--- src/rtl/pipeline_pkg.sv ---
// Shared pipeline types and constants for the fetch stage.
// Holds the fetch FSM encoding and the IF/ID payload layout.
package pipeline_pkg;

  typedef enum logic [1:0] {
    FS_IDLE = 2'd0,
    FS_WAIT = 2'd1,
    FS_HOLD = 2'd2,
    FS_DROP = 2'd3
  } fetch_state_e;

  localparam logic [31:0] RESET_PC_DEF = 32'h0000_0000;
  localparam logic [31:0] INST_NOP     = 32'h0000_0013;

  typedef struct packed {
    logic [31:0] pc;
    logic [31:0] pc_plus4;
    logic [31:0] inst;
  } if_id_t;

  function automatic logic [31:0] align_pc(
    input logic [31:0] a
  );
    return {a[31:2], 2'b00};
  endfunction

endpackage

--- src/rtl/fetch_unit_if.sv ---
// Instruction-memory request/response bus.
// Single-cycle ack strobe qualified by imem_req.
interface fetch_unit_if;
  logic        imem_req;
  logic [31:0] imem_addr;
  logic        imem_ack;
  logic [31:0] imem_rdata;

  modport master (
    output imem_req,
    output imem_addr,
    input  imem_ack,
    input  imem_rdata
  );

  modport slave (
    input  imem_req,
    input  imem_addr,
    output imem_ack,
    output imem_rdata
  );
endinterface

--- src/rtl/fetch_unit_add4.sv ---
// Sequential pc incrementer, wraps modulo 2^32.
module fetch_unit_add4 (
  input  logic [31:0] a,
  output logic [31:0] y
);
  assign y = a + 32'd4;
endmodule

--- src/rtl/fetch_unit.sv ---
// Instruction fetch stage: one outstanding request, one-entry
// hold buffer for ID back-pressure, drop of in-flight data on redirect.
module fetch_unit
  import pipeline_pkg::*;
#(
  parameter logic [31:0] RESET_PC = RESET_PC_DEF
) (
  input  logic               clk,
  input  logic               rst,
  input  logic               stall,
  input  logic               redirect,
  input  logic [31:0]        redirect_pc,
  fetch_unit_if.master       imem,
  output logic               if_valid,
  output logic [31:0]        if_pc,
  output logic [31:0]        if_pc_plus4,
  output logic [31:0]        if_inst
);

  localparam if_id_t OUT_RST = '{
    pc:       32'h0,
    pc_plus4: 32'h0,
    inst:     INST_NOP
  };

  fetch_state_e state_q, state_d;
  logic [31:0]  pc_q, pc_d;
  logic [31:0]  tgt_q, tgt_d;
  if_id_t       out_q, out_d;
  if_id_t       hb_q, hb_d;
  logic         valid_q, valid_d;

  logic [31:0]  pc_plus4;
  logic         req;
  logic         ack_v;
  logic         slot_free;
  if_id_t       fetched;

  fetch_unit_add4 u_add4 (
    .a (pc_q),
    .y (pc_plus4)
  );

  assign req       = (state_q == FS_WAIT) || (state_q == FS_DROP);
  assign ack_v     = req && imem.imem_ack;
  assign slot_free = !valid_q || !stall;

  assign fetched = '{
    pc:       pc_q,
    pc_plus4: pc_plus4,
    inst:     imem.imem_rdata
  };

  always_comb begin
    state_d = state_q;
    pc_d    = pc_q;
    tgt_d   = tgt_q;
    out_d   = out_q;
    hb_d    = hb_q;
    valid_d = valid_q;
    if (redirect) begin
      valid_d = 1'b0;
      // An unanswered request must be drained before the new pc goes out
      if (req && !ack_v) begin
        state_d = FS_DROP;
        tgt_d   = align_pc(redirect_pc);
      end else begin
        state_d = FS_WAIT;
        pc_d    = align_pc(redirect_pc);
      end
    end else begin
      if (!stall) valid_d = 1'b0;
      unique case (state_q)
        FS_IDLE: state_d = FS_WAIT;
        FS_WAIT: begin
          if (ack_v) begin
            pc_d = pc_plus4;
            if (slot_free) begin
              out_d   = fetched;
              valid_d = 1'b1;
            end else begin
              hb_d    = fetched;
              state_d = FS_HOLD;
            end
          end
        end
        FS_HOLD: begin
          if (!stall) begin
            out_d   = hb_q;
            valid_d = 1'b1;
            state_d = FS_WAIT;
          end
        end
        FS_DROP: begin
          if (ack_v) begin
            pc_d    = tgt_q;
            state_d = FS_WAIT;
          end
        end
        default: state_d = FS_IDLE;
      endcase
    end
  end

  always_ff @(posedge clk or posedge rst) begin
    if (rst) begin
      state_q <= FS_IDLE;
      pc_q    <= RESET_PC;
      tgt_q   <= RESET_PC;
      out_q   <= OUT_RST;
      hb_q    <= OUT_RST;
      valid_q <= 1'b0;
    end else begin
      state_q <= state_d;
      pc_q    <= pc_d;
      tgt_q   <= tgt_d;
      out_q   <= out_d;
      hb_q    <= hb_d;
      valid_q <= valid_d;
    end
  end

  assign imem.imem_req  = req;
  assign imem.imem_addr = pc_q;

  assign if_valid    = valid_q;
  assign if_pc       = out_q.pc;
  assign if_pc_plus4 = out_q.pc_plus4;
  assign if_inst     = out_q.inst;

endmodule

--- src/flat_wrapper.sv ---
// flat-port wrapper written by rule: the top's interface ports become plain ports
module fetch_unit_flat import pipeline_pkg::*;
#(
  parameter logic [31:0] RESET_PC = RESET_PC_DEF
)
  (clk, rst, stall, redirect, redirect_pc, if_valid, if_pc, if_pc_plus4, if_inst, imem_imem_req, imem_imem_addr, imem_imem_ack, imem_imem_rdata);
  fetch_unit_if imem_i ();
  input  logic clk;
  input  logic rst;
  input  logic stall;
  input  logic redirect;
  input  logic [31:0] redirect_pc;
  output logic if_valid;
  output logic [31:0] if_pc;
  output logic [31:0] if_pc_plus4;
  output logic [31:0] if_inst;
  output wire logic [$bits(imem_i.imem_req)-1:0] imem_imem_req;
  output wire logic [$bits(imem_i.imem_addr)-1:0] imem_imem_addr;
  input wire logic [$bits(imem_i.imem_ack)-1:0] imem_imem_ack;
  input wire logic [$bits(imem_i.imem_rdata)-1:0] imem_imem_rdata;
  assign imem_imem_req = imem_i.imem_req;
  assign imem_imem_addr = imem_i.imem_addr;
  assign imem_i.imem_ack = imem_imem_ack;
  assign imem_i.imem_rdata = imem_imem_rdata;
  fetch_unit #(.RESET_PC(RESET_PC)) u_core (.clk(clk), .rst(rst), .stall(stall), .redirect(redirect), .redirect_pc(redirect_pc), .imem(imem_i), .if_valid(if_valid), .if_pc(if_pc), .if_pc_plus4(if_pc_plus4), .if_inst(if_inst));
endmodule
--- config.mk ---
export PLATFORM = sky130hd
export DESIGN_NAME = fetch_unit_flat
export DESIGN_NICKNAME = d
export VERILOG_FILES = /design/src/rtl/pipeline_pkg.sv /design/src/rtl/fetch_unit_if.sv /design/src/rtl/fetch_unit_add4.sv /design/src/rtl/fetch_unit.sv /design/src/flat_wrapper.sv
export SDC_FILE = /design/constraint.sdc
export NUM_CORES = 1
export LEC_CHECK = 0
export ABC_AREA = 1
export CAP_MARGIN = 30
export CORE_MARGIN = 4
export CORE_UTILIZATION = 25
export DETAILED_ROUTE_END_ITERATION = 7
export GPL_TIMING_DRIVEN = 0
export SETUP_SLACK_MARGIN = 0.15
export SLEW_MARGIN = 0
export SYNTH_ARGS = -nofsm -noshare
export SYNTH_HDL_FRONTEND = slang
export SYNTH_SLANG_ARGS = --single-unit
--- constraint.sdc ---
create_clock -name clk -period 10.7 [get_ports clk]
set_input_delay 1.605 -clock clk [delete_from_list [all_inputs] [get_ports clk]]
set_output_delay 1.605 -clock clk [all_outputs]
set_load 0.005 [all_outputs]
==> out/metrics.yaml, run 1 <==
outcome: "finished clean"
dpl_worst_slack_ns: 6.93
clock_insertion_delay_worst_skew_ns: 0.57
start_util_pct: 25.4
top_cell_type_by_total_area_after_synthesis: "sky130_fd_sc_hd__dfrtp_1"
fmax_mhz: 276
post_synth_instance_area_sq_um: 11600
cts.root.buffer_cell: "sky130_fd_sc_hd__clkbuf_16"
holdWs_ns: 0.472
detailedRoute.firstPassIterationCount: 6
synthesis.area_per_instance_sq_um: 8.08
share_of_synthesized_area_spent_on_multiplexers_pct: 0.877
crit_share_post_route_pct: 33.8
ctsHtreeMaxLevel: 1
grt.overflow.total: 0
min_path_type: "register to register"
vias_in_the_first_global_route: 10200
post_cts.repair.setup_buffers: 0
routabilityCongestion: 0.897
synth_cell_type_count: 35
cts_tree: "done"
synth_compound_gate_area_share_pct: 12.5
post_route_utilization_pct: 33.6
slew-limit-headroom_pct: 47.7
power_per_standard_cell_area_nw_per_um2: 316
row_count: 78
worst-path-max-fanout: 10
crit_path_top_delay_cell: "sky130_fd_sc_hd__clkdlybuf4s50_1"
first_iter_violations: 917
remaining_drc_errors: 0
fp.coreArea_sq_um: 45600
ir_drop_mv: 0.138
gate_count_after_technology_mapping: 1430
antenna_cells_inserted: 0
finClkSkew_ns: 0.0204
p_leak_nw: 7.05
detail-route-antenna-nets: 0
clk_pin_slew_worst_paths_ns: 0.06
layout-drive-gt1-share_pct: 8.76
worst_slack_ns: 7.08
area_growth_syn_to_layout_pct: 32.6
synth.ff_latch_count: 247
antenna_found_initial: 0
total_number_of_vias: 10500
cts_repair_resize_count: 0
final_standard_cell_area_without_fillers_sq_um: 15300
yosys.area_share.xor_xnor_pct: 1.31
vias_per_cell: 4.60
worst_pin_slew_ns: 0.785
yosys_warnings: 0
seq_area_frac_synth_pct: 53.5
drv_cap: 0
rsz0062_at_grt: "no"
dpl_cell_area_sq_um: 14300
fp.dieArea_sq_um: 49700
post-route-min-period_ns: 3.62
cts_inserted_buffers: 29
critical_path.max_stage_delay_ns: 0.46
finalNetCount: 1731
final_hold_viol_count: 0
die_width_um: 223
critical_path_arrival_ns: 2.01
final-max-slew-violation-count: 0
total_track_usage_pct: 16.0
setup_viol: 0
placement.io_buffers: 190
synth_simple_gate_area_share_pct: 25.3
detailed_place_hpwl_um: 31100
global_route_wire_length_before_repair_um: 62500
sink_count_of_the_clock_tree: 247
routedWlPerCell_um: 18.1
synth_area_leaders: "sky130_fd_sc_hd__dfrtp_1 52%, sky130_fd_sc_hd__nand2_1 17%, sky130_fd_sc_hd__a21oi_1 4.2%, sky130_fd_sc_hd__nor2_1 4.1%, sky130_fd_sc_hd__a31oi_1 3.6%"
synth_top_cell_area_share_pct: 52.2
critical_path.cell_chain: "ha_1 > buf_4 > inv_4 > nand2_2 > clkdlybuf4s50_1"
worstSetupPathType: "register to output pin"
combinational_family_with_the_most_area_after_synthesis: "simple AND/OR/NAND/NOR gates"
cts_hold_buffers: 0
cp_data_required_time_ns: 9.10
synth_fa_ha_area_share_pct: 0.433
routed_wl_um: 41100
design_power_total_mw: 4.85
timing.critical_path.to_type: "output pin"
critical_path.startpoint_type: "register"
die_h_um: 223
io_pins: 199
cts_buffer_depth: 3
grt_start_max_net_pins: 126
-- per-stage QoR --
stage / TNS (ns) / cells
floorplan: 0 / 1435
global placement: -227.57 / 2225
detailed placement: 0 / 2227
CTS: 0 / 2279
global route: 0 / 2279
finish: 0 / 2279
-- placed cells by master (no fill, tap or decap), types with 8 or more instances in the layout --
cell type,count
sky130_fd_sc_hd__a21oi_1,97
sky130_fd_sc_hd__a31oi_1,67
sky130_fd_sc_hd__buf_2,31
sky130_fd_sc_hd__buf_4,13
sky130_fd_sc_hd__clkbuf_1,45
sky130_fd_sc_hd__clkbuf_16,29
sky130_fd_sc_hd__clkdlybuf4s50_1,190
sky130_fd_sc_hd__dfrtp_1,241
sky130_fd_sc_hd__inv_1,64
sky130_fd_sc_hd__mux2_2,9
sky130_fd_sc_hd__nand2_1,531
sky130_fd_sc_hd__nand2_2,12
sky130_fd_sc_hd__nand3_1,44
sky130_fd_sc_hd__nor2_1,127
sky130_fd_sc_hd__nor2_4,8
sky130_fd_sc_hd__o21ai_0,77
sky130_fd_sc_hd__o21ai_1,8
sky130_fd_sc_hd__xor2_1,8
-- metal layers --
layer | GRT usage [%] | part of all wire (%) | up-vias
met1 | 22.2 | 44 | 4976
met4 | 4.30 | 2.9 | 0
li1 | - | - | 5056
met3 | 3.24 | 7.5 | 57
met2 | 25.5 | 45 | 400
met5 | 0.293 | 0 | -
-- critical path, delay by kind of cell (launching register included) --
kind | cells | cell delay, ns
flip-flops | 1 | 0.41
AND/OR/NAND/NOR | 1 | 0.09
buffers and inverters | 3 | 0.75
adder cells (fa/ha/maj) | 1 | 0.21
-- where the power goes --
group	switching, mW	internal, mW	total (mW)
Combinational	1.11	0.879	1.99
Clock	0.406	0.668	1.07
Sequential	0.385	1.40	1.78
Total	1.91	2.95	4.85
-- cell usage after synthesis --
master and count:
sky130_fd_sc_hd__buf_1 2, sky130_fd_sc_hd__conb_1 1, sky130_fd_sc_hd__nand2_2 12, sky130_fd_sc_hd__inv_1 65, sky130_fd_sc_hd__nor2_1 127, sky130_fd_sc_hd__o21ai_1 8, sky130_fd_sc_hd__a21oi_1 97, sky130_fd_sc_hd__a211oi_1 1
sky130_fd_sc_hd__nand2_1 531, sky130_fd_sc_hd__nor3_1 1, sky130_fd_sc_hd__inv_4 1, sky130_fd_sc_hd__clkbuf_1 42, sky130_fd_sc_hd__nand4_1 1, sky130_fd_sc_hd__and2_1 2, sky130_fd_sc_hd__clkinv_1 1, sky130_fd_sc_hd__ha_1 4
sky130_fd_sc_hd__dfrtp_1 241, sky130_fd_sc_hd__nand3_1 44, sky130_fd_sc_hd__dfstp_2 6, sky130_fd_sc_hd__clkbuf_2 1, sky130_fd_sc_hd__inv_2 2, sky130_fd_sc_hd__xor2_1 8, sky130_fd_sc_hd__mux2_2 9, sky130_fd_sc_hd__xor2_2 5
sky130_fd_sc_hd__a22oi_1 4, sky130_fd_sc_hd__nor2_2 6, sky130_fd_sc_hd__buf_4 13, sky130_fd_sc_hd__o211ai_1 3, sky130_fd_sc_hd__a31oi_1 67, sky130_fd_sc_hd__o21ai_0 77, sky130_fd_sc_hd__o21a_1 6, sky130_fd_sc_hd__buf_2 31
sky130_fd_sc_hd__a21o_1 2, sky130_fd_sc_hd__nand2_4 1, sky130_fd_sc_hd__nor2_4 8
-- logic make-up (layout without fill, tap and decap cells) --
| group | count (synthesis) | after routing |
|---|---|---|
| AO/OA/AOI/OAI | 265 | 265 |
| XOR/XNOR | 13 | 13 |
| adder cells (fa/ha/maj) | 4 | 4 |
| buffers and inverters | 158 | 402 |
| flip-flops | 247 | 247 |
| multiplexers | 9 | 9 |
| other | 1 | 6 |
| AND/OR/NAND/NOR | 733 | 733 |
-- state kept, by name, indices dropped and copies added, names as in the netlist --
name,cells
u_core.if_inst,32
u_core.tgt_q,30
u_core.if_pc,30
u_core.state_q,2
u_core.hb_q,92
u_core.if_pc_plus4,30
u_core.if_valid,1
u_core.imem.imem_addr,30
-- path summary, 6_finish.rpt --
check | slack, ns | cells past startpoint | endpoint | from
min reg2reg | 0.47 | 2 | u_core.hb_q[0]$_DFFE_PP1P_ | u_core.hb_q[0]$_DFFE_PP1P_
max in group asynchronous | 8.05 | 4 | u_core.hb_q[88]$_DFFE_PP0P_ | rst
min | 0.47 | 2 | u_core.hb_q[0]$_DFFE_PP1P_ | u_core.hb_q[0]$_DFFE_PP1P_
max | 7.08 | 5 | imem_imem_req | u_core.state_q[0]$_DFFE_PP0P_
max reg2reg | 8.25 | 7 | u_core.if_pc_plus4[11]$_DFFE_PP0P_ | u_core.state_q[0]$_DFFE_PP0P_
min in group asynchronous | 1.59 | 3 | u_core.if_inst[24]$_DFFE_PP0P_ | rst
-- final cells by class --
cell class              instances  area [sq um]
plain buffers                  89           423
clock buffers                  36           792
clock inverters                16           245
fillers                      4763         30200
inverters                      69           269
multi-input cells            1030          4700
flip-flops and latches        247          6190
well taps                     600           751
repair buffers                192          1960
Power figures use the tool's default switching activity.
==> inputs of run 2 (changes only) <==
Clock period 10.7 ns to 3.2 ns, I/O delays scaled along.
==> run 2 against run 1 <==
  * Via count grew 0.40%
  * Non-clock buffer count grew 5
  * Critical path type unchanged
  * Worst setup slack lost 6.4 ns
  * Largest cell class unchanged
  * Combinational power grew to 3.4 times the previous value
  * Clock skew shrank 0.0040 ns
  * Final cell count grew 0.18%
  * Critical endpoint unchanged
==> out/metrics.yaml, run 2 (same netlist as run 1, synthesis figures left out) <==
remaining_drc_errors: 0  # unchanged
vias_per_cell: 4.61  # +0.22%
final_standard_cell_area_without_fillers_sq_um: 15400  # +0.36%
post_cts.repair.setup_buffers: 0  # unchanged
crit_path_top_delay_cell: "sky130_fd_sc_hd__clkdlybuf4s50_1"
internal_power_mw: 9.78  # +230%
fmax_mhz: 398
rsz0062_at_grt: "no"
cts.root.buffer_cell: "sky130_fd_sc_hd__clkbuf_16"
routed_wl_um: 41200  # +0.17%
placement.io_buffers: 190  # unchanged
cp_data_required_time_ns: 2.72  # -6.38 ns
worst_pin_slew_ns: 0.800  # +0.0149 ns
r2r-start: "u_core.state_q[0]$_DFFE_PP0P_"
critical_path.max_stage_delay_ns: 0.46  # about the same
mostFrequentLayoutCells: "531 x sky130_fd_sc_hd__nand2_1, 241 x sky130_fd_sc_hd__dfrtp_1, 190 x sky130_fd_sc_hd__clkdlybuf4s50_1"
combinational_share_of_power_pct: 41.4  # +0.3 points
mostFrequentLayoutCell: "sky130_fd_sc_hd__nand2_1"
timing.critical_path.to_type: "output pin"
cts_repair_resize_count: 0  # unchanged
critical_path.n_buffers_inverters: 3  # unchanged
worst_setup_path_startpoint: "u_core.state_q[0]$_DFFE_PP0P_"
detailed_place_hpwl_um: 31800  # +2.5%
fp.dieArea_sq_um: 49700  # unchanged
final_hold_viol_count: 0  # unchanged
first_iter_violations: 1044  # +14%
cts_tree: "done"
critical_path_arrival_ns: 2.03  # +0.02 ns
critical_path.startpoint_type: "register"
clock_insertion_delay_worst_skew_ns: 0.57  # about the same
min_path_type: "input port to async pin"
flip_flop_count_of_the_largest_register_after_layout: 92  # unchanged
die_width_um: 223  # unchanged
antenna_found_initial: 0  # unchanged
worstSetupPathType: "register to output pin"
clk_pin_slew_worst_paths_ns: 0.05  # about the same
critical_path.cell_chain: "ha_1 > buf_4 > inv_4 > nand2_2 > clkdlybuf4s50_1"
swShare_pct: 39.4  # +0.091 points
start_util_pct: 25.4  # unchanged
cts_hold_buffers: 0  # unchanged
total_track_usage_pct: 16.2  # +0.25 points
final-max-slew-violation-count: 0  # unchanged
routabilityCongestion: 0.887  # -1.1%
design_power_total_mw: 16.1  # +230%
layout-drive-gt1-share_pct: 8.79  # +0.039 points
ctsHtreeMaxLevel: 1  # unchanged
grt.overflow.total: 0  # unchanged
grt_start_max_net_pins: 41  # -67%
regMostFlops: "u_core.hb_q"
dpl_cell_area_sq_um: 14400  # +0.57%
global_route_wire_length_before_repair_um: 63600  # +1.8%
share_seq_of_total_power_pct: 36.8  # about the same
outcome: "finished clean"
area_growth_syn_to_layout_pct: 33.1
net-switching-power_mw: 6.35  # +230%
worst-path-max-fanout: 10  # unchanged
sink_count_of_the_clock_tree: 247  # unchanged
setup_viol: 0  # unchanged
antenna_cells_inserted: 0  # unchanged
routedWlPerCell_um: 18.1  # about the same
total_number_of_vias: 10500  # +0.40%
cts_buffer_depth: 3  # unchanged
p_leak_nw: 7.06  # +0.20%
detailedRoute.firstPassIterationCount: 7  # +1
post-route-min-period_ns: 2.51
holdWs_ns: 0.370  # -0.103 ns
power_per_standard_cell_area_nw_per_um2: 1050  # +230%
detail-route-antenna-nets: 0  # unchanged
die_h_um: 223  # unchanged
cts_inserted_buffers: 30  # +3.4%
crit_share_post_route_pct: 78.5
io_pins: 199  # unchanged
row_count: 78  # unchanged
ir_drop_mv: 0.474  # +240%
finClkSkew_ns: 0.0164  # -0.00396 ns
slew-limit-headroom_pct: 46.7  # -0.99 points
cp_top_family: "buffers and inverters"
p_clk_share_pct: 21.8  # -0.3 points
fp.coreArea_sq_um: 45600  # unchanged
vias_in_the_first_global_route: 10600  # +3.3%
drv_cap: 0  # unchanged
finalNetCount: 1737  # +0.35%
[run 2: power by group through the flow]
stage,registers (mW),logic [mW],clock network [mW]
final,5.94,6.68,3.51
after global routing,6.11,7.47,3.74
after CTS,5.93,6.77,3.59
after detailed placement,5.97,6.74,0
after global placement,5.93,6.61,0
after floorplan,5.64,3.45,0
[run 2: metrics by stage]
step | std cells | TNS, ns | util, % | worst slack, ns
after global placement | 2225 | -588.57 | 31.2 | -2.44
after detailed placement | 2232 | 0 | 31.5 | 0.517
after floorplan | 1435 | -125.52 | - | -0.521
final | 2283 | 0 | 33.8 | 0.690
after CTS | 2283 | 0 | 33.8 | 0.661
after global routing | 2283 | 0 | 33.8 | 0.561
[run 2: final cells by class]
| class | instances | area (sq um) |
|---|---|---|
| fillers | 4772 | 30200 |
| flip-flops and latches | 247 | 6190 |
| multi-input cells | 1030 | 4700 |
| repair buffers | 197 | 2040 |
| clock buffers | 44 | 895 |
| well taps | 600 | 751 |
| plain buffers | 89 | 423 |
| inverters | 69 | 265 |
| clock inverters | 7 | 116 |
[run 2: path summary, 6_finish.rpt]
| kind | slack (ns) | cells after the start | endpoint |
|---|---|---|---|
| worst max-delay path | 0.69 | 5 | imem_imem_req |
| worst min-delay path | 0.37 | 2 | u_core.if_inst[26]$_DFFE_PP0P_ |
| worst max register to register | 0.73 | 7 | u_core.if_pc_plus4[6]$_DFFE_PP0P_ |
| worst min register to register | 0.47 | 2 | u_core.hb_q[0]$_DFFE_PP1P_ |
| max in group asynchronous | 1.53 | 6 | u_core.if_pc_plus4[16]$_DFFE_PP0P_ |
| min in group clk | 0.46 | 3 | u_core.hb_q[0]$_DFFE_PP1P_ |
[run 2: routing by layer]
metal | GRT usage [%] | part of all wire, % | vias to the layer above
met5 | 0 | 0 | -
met4 | 4.41 | 3.0 | 0
met3 | 3.30 | 6.8 | 59
met2 | 26.0 | 45 | 363
met1 | 22.4 | 45 | 5060
li1 | - | - | 5049
[run 2: worst reg2reg max path, delay by kind of cell, from the launching register on]
kind,cells,cell delay (ns)
compound gates,1,0.16
fa+ha+maj,1,0.29
buf+inv,4,1.40
flops,1,0.40
simple gates,1,0.13
==> patch, RTL diff (settings of run 1) <==
Re-encode `fetch_state_e` (4 states) as one-hot, 4 bits wide.
--- a/src/rtl/pipeline_pkg.sv
+++ b/src/rtl/pipeline_pkg.sv
@@ -3,9 +3,9 @@
 package pipeline_pkg;
 
-  typedef enum logic [1:0] {
-    FS_IDLE = 2'd0,
-    FS_WAIT = 2'd1,
-    FS_HOLD = 2'd2,
-    FS_DROP = 2'd3
+  typedef enum logic [3:0] {
+    FS_IDLE = 4'b0001,
+    FS_WAIT = 4'b0010,
+    FS_HOLD = 4'b0100,
+    FS_DROP = 4'b1000
   } fetch_state_e;
 
Function: same outputs for any inputs over 4 cycles, from zero or initial values and one cycle with rst high; so few cycles prove little.
==> patch against run 1 <==
- register-to-register slack improved by 0.23 ns
- final area fell by 0.56%
- critical path depth fell by 1
- sequential cell count rose by 2
- maximum frequency barely moved
- clock power fell by 13%
- area after synthesis rose by 0.69%
- first-iteration DRC count fell by 30%
- power fell by 10%
- routed wire length fell by 4.3%
- setup slack got worse by 0.0029 ns
==> patch: results (changes against run 1) <==
metric,value,unit,change
run status,finished clean,,unchanged
Worst path max stage delay,0.56,ns,was 0.46 ns
synth cell count leaders,"nand2_1 (471), dfrtp_1 (242), nor2_1 (126)",,"was nand2_1 (531), dfrtp_1 (241), nor2_1 (127)"
post_cts resized,0,,unchanged
Clock Latency Late Sink,0.55,ns,was 0.57 ns
CP max FO,5,,was 10
Worst VDD drop,0.1207,mV,was 0.1378 mV
worst hold margin,0.4817,ns,was 0.4721 ns
"Top FF cell, synth",dfrtp_1,,unchanged
slowest CP cell,clkdlybuf4s50_1,,unchanged
NumNets Final,1671,,was 1731
post-synthesis async set-or-reset flop share,100.0,%,unchanged
min-delay worst type,reg -> reg,,unchanged
DRT Pass-1 Iters,5,,was 6
largest net degree at the start of global routing,101,,was 126
top post-synthesis cells by area,"dfrtp_1 (52%), nand2_1 (15%), o21ai_0 (4.8%)",,"was dfrtp_1 (52%), nand2_1 (17%), a21oi_1 (4.2%)"
clk root buf,clkbuf_16,,unchanged
post-synth cell types,30,,was 35
Top reg by flops,u_core.hb_q,,unchanged
"CTS clk-pin slew, worst paths",0.07,ns,
Total GRT Usage,15.35,%,was 15.99%
Placer Congestion,0.8683,,was 0.8969
Post-Place Worst Slack,7.043,ns,was 6.934 ns
Int Power,2.695,mW,was 2.946 mW
compound-gate portion of the synthesized area,10.83,%,was 12.55%
Diodes inserted,0,,unchanged
post-synthesis mux area share,6.386,%,was 0.8769%
vias in the first global route,10130,,was 10230
Clock Skew,0.01284,ns,was 0.02039 ns
Ys Warns,0,,unchanged
max reg flops,92,,unchanged
initial drt markers,643,,was 917
static leakage,7.055,nW,was 7.049 nW
ratio of cells with drive above 1 in the final layout,7.906,%,was 8.755%
Adder-Cell Fraction of Synth Area,0.1075,%,was 0.4330%
routed len/inst,17.74,um,was 18.05 um
Post-synth EDFFs,0,,unchanged
post-DP HPWL,30.28,mm,was 31.06 mm
htree depth,1,,unchanged
vias per inst,4.523,,was 4.602
post-synthesis xor/xnor area fraction,1.054,%,was 1.310%
Port Buf Inserts,190,,unchanged
Area after DPL,14370,um2,was 14290 um2
first-pass GRT wire length,60.35,mm,was 62.49 mm
"Largest delay share family, worst path",buffers and inverters,,unchanged
Crit path arrival time,2.02,ns,
Num CTS Buffers,27,,was 29
final non-filler cell total,2219,,was 2279
initial antenna violation count,0,,unchanged
Slew headroom,46.51,%,was 47.65%
Clock Path Buffers,3,,unchanged
post-CTS setup buffers,0,,unchanged
"Seq/Total Area, Yosys",53.62,%,was 53.55%
Syn Area/Cell,8.464,um2,was 8.082 um2
-- patch: cell types whose count changed after synthesis, sizes merged, moves of 11 or more --
cell and delta:
o21ai +39, inv +20, a21oi -64, nand3 -11
nand2 -73, mux2 +57
-- patch: area by class of cell --
class / instances / area, um2
multi-input cells: 960 / 4653
inverters: 88 / 337.8
plain buffers: 83 / 432.9
well taps: 600 / 750.7
flip-flops and latches: 249 / 6240
repair buffers: 192 / 1957
fillers: 4752 / 30430
clock inverters: 7 / 96.34
clock buffers: 40 / 774.5
-- patch: power by group through the flow --
| stage | Clock, mW | Sequential (mW) | Combinational, mW |
|---|---|---|---|
| 2_1_floorplan | 0 | 1.59 | 0.891 |
| 3_3_place_gp | 0 | 1.66 | 1.77 |
| 3_5_place_dp | 0 | 1.67 | 1.79 |
| 4_1_cts | 0.959 | 1.66 | 1.80 |
| 5_1_grt | 1.00 | 1.71 | 1.98 |
| 6_report | 0.935 | 1.66 | 1.77 |
-- patch: path summary, 6_finish.rpt --
kind,end,slack (ns),from,cells past startpoint
hold / removal,u_core.hb_q[62],0.48,u_core.hb_q[62],2
max in group asynchronous,u_core.hb_q[55],7.93,rst,4
setup reg to reg,u_core.if_inst[1],8.48,u_core.state_q[1],7
min in group asynchronous,u_core.if_inst[23],1.47,rst,2
hold reg to reg,u_core.hb_q[62],0.48,u_core.hb_q[62],2
setup / recovery,imem_imem_req,7.08,u_core.state_q[1],4
-- patch: per-layer routing --
layer / up-vias / global-route usage (%) / part of all wire, %
met1: 4750 / 19.64 / 43
li1: 4887 / - / -
met4: 0 / 6.164 / 4.3
met3: 80 / 3.184 / 6.2
met5: - / 0 / 0
met2: 319 / 25.51 / 46
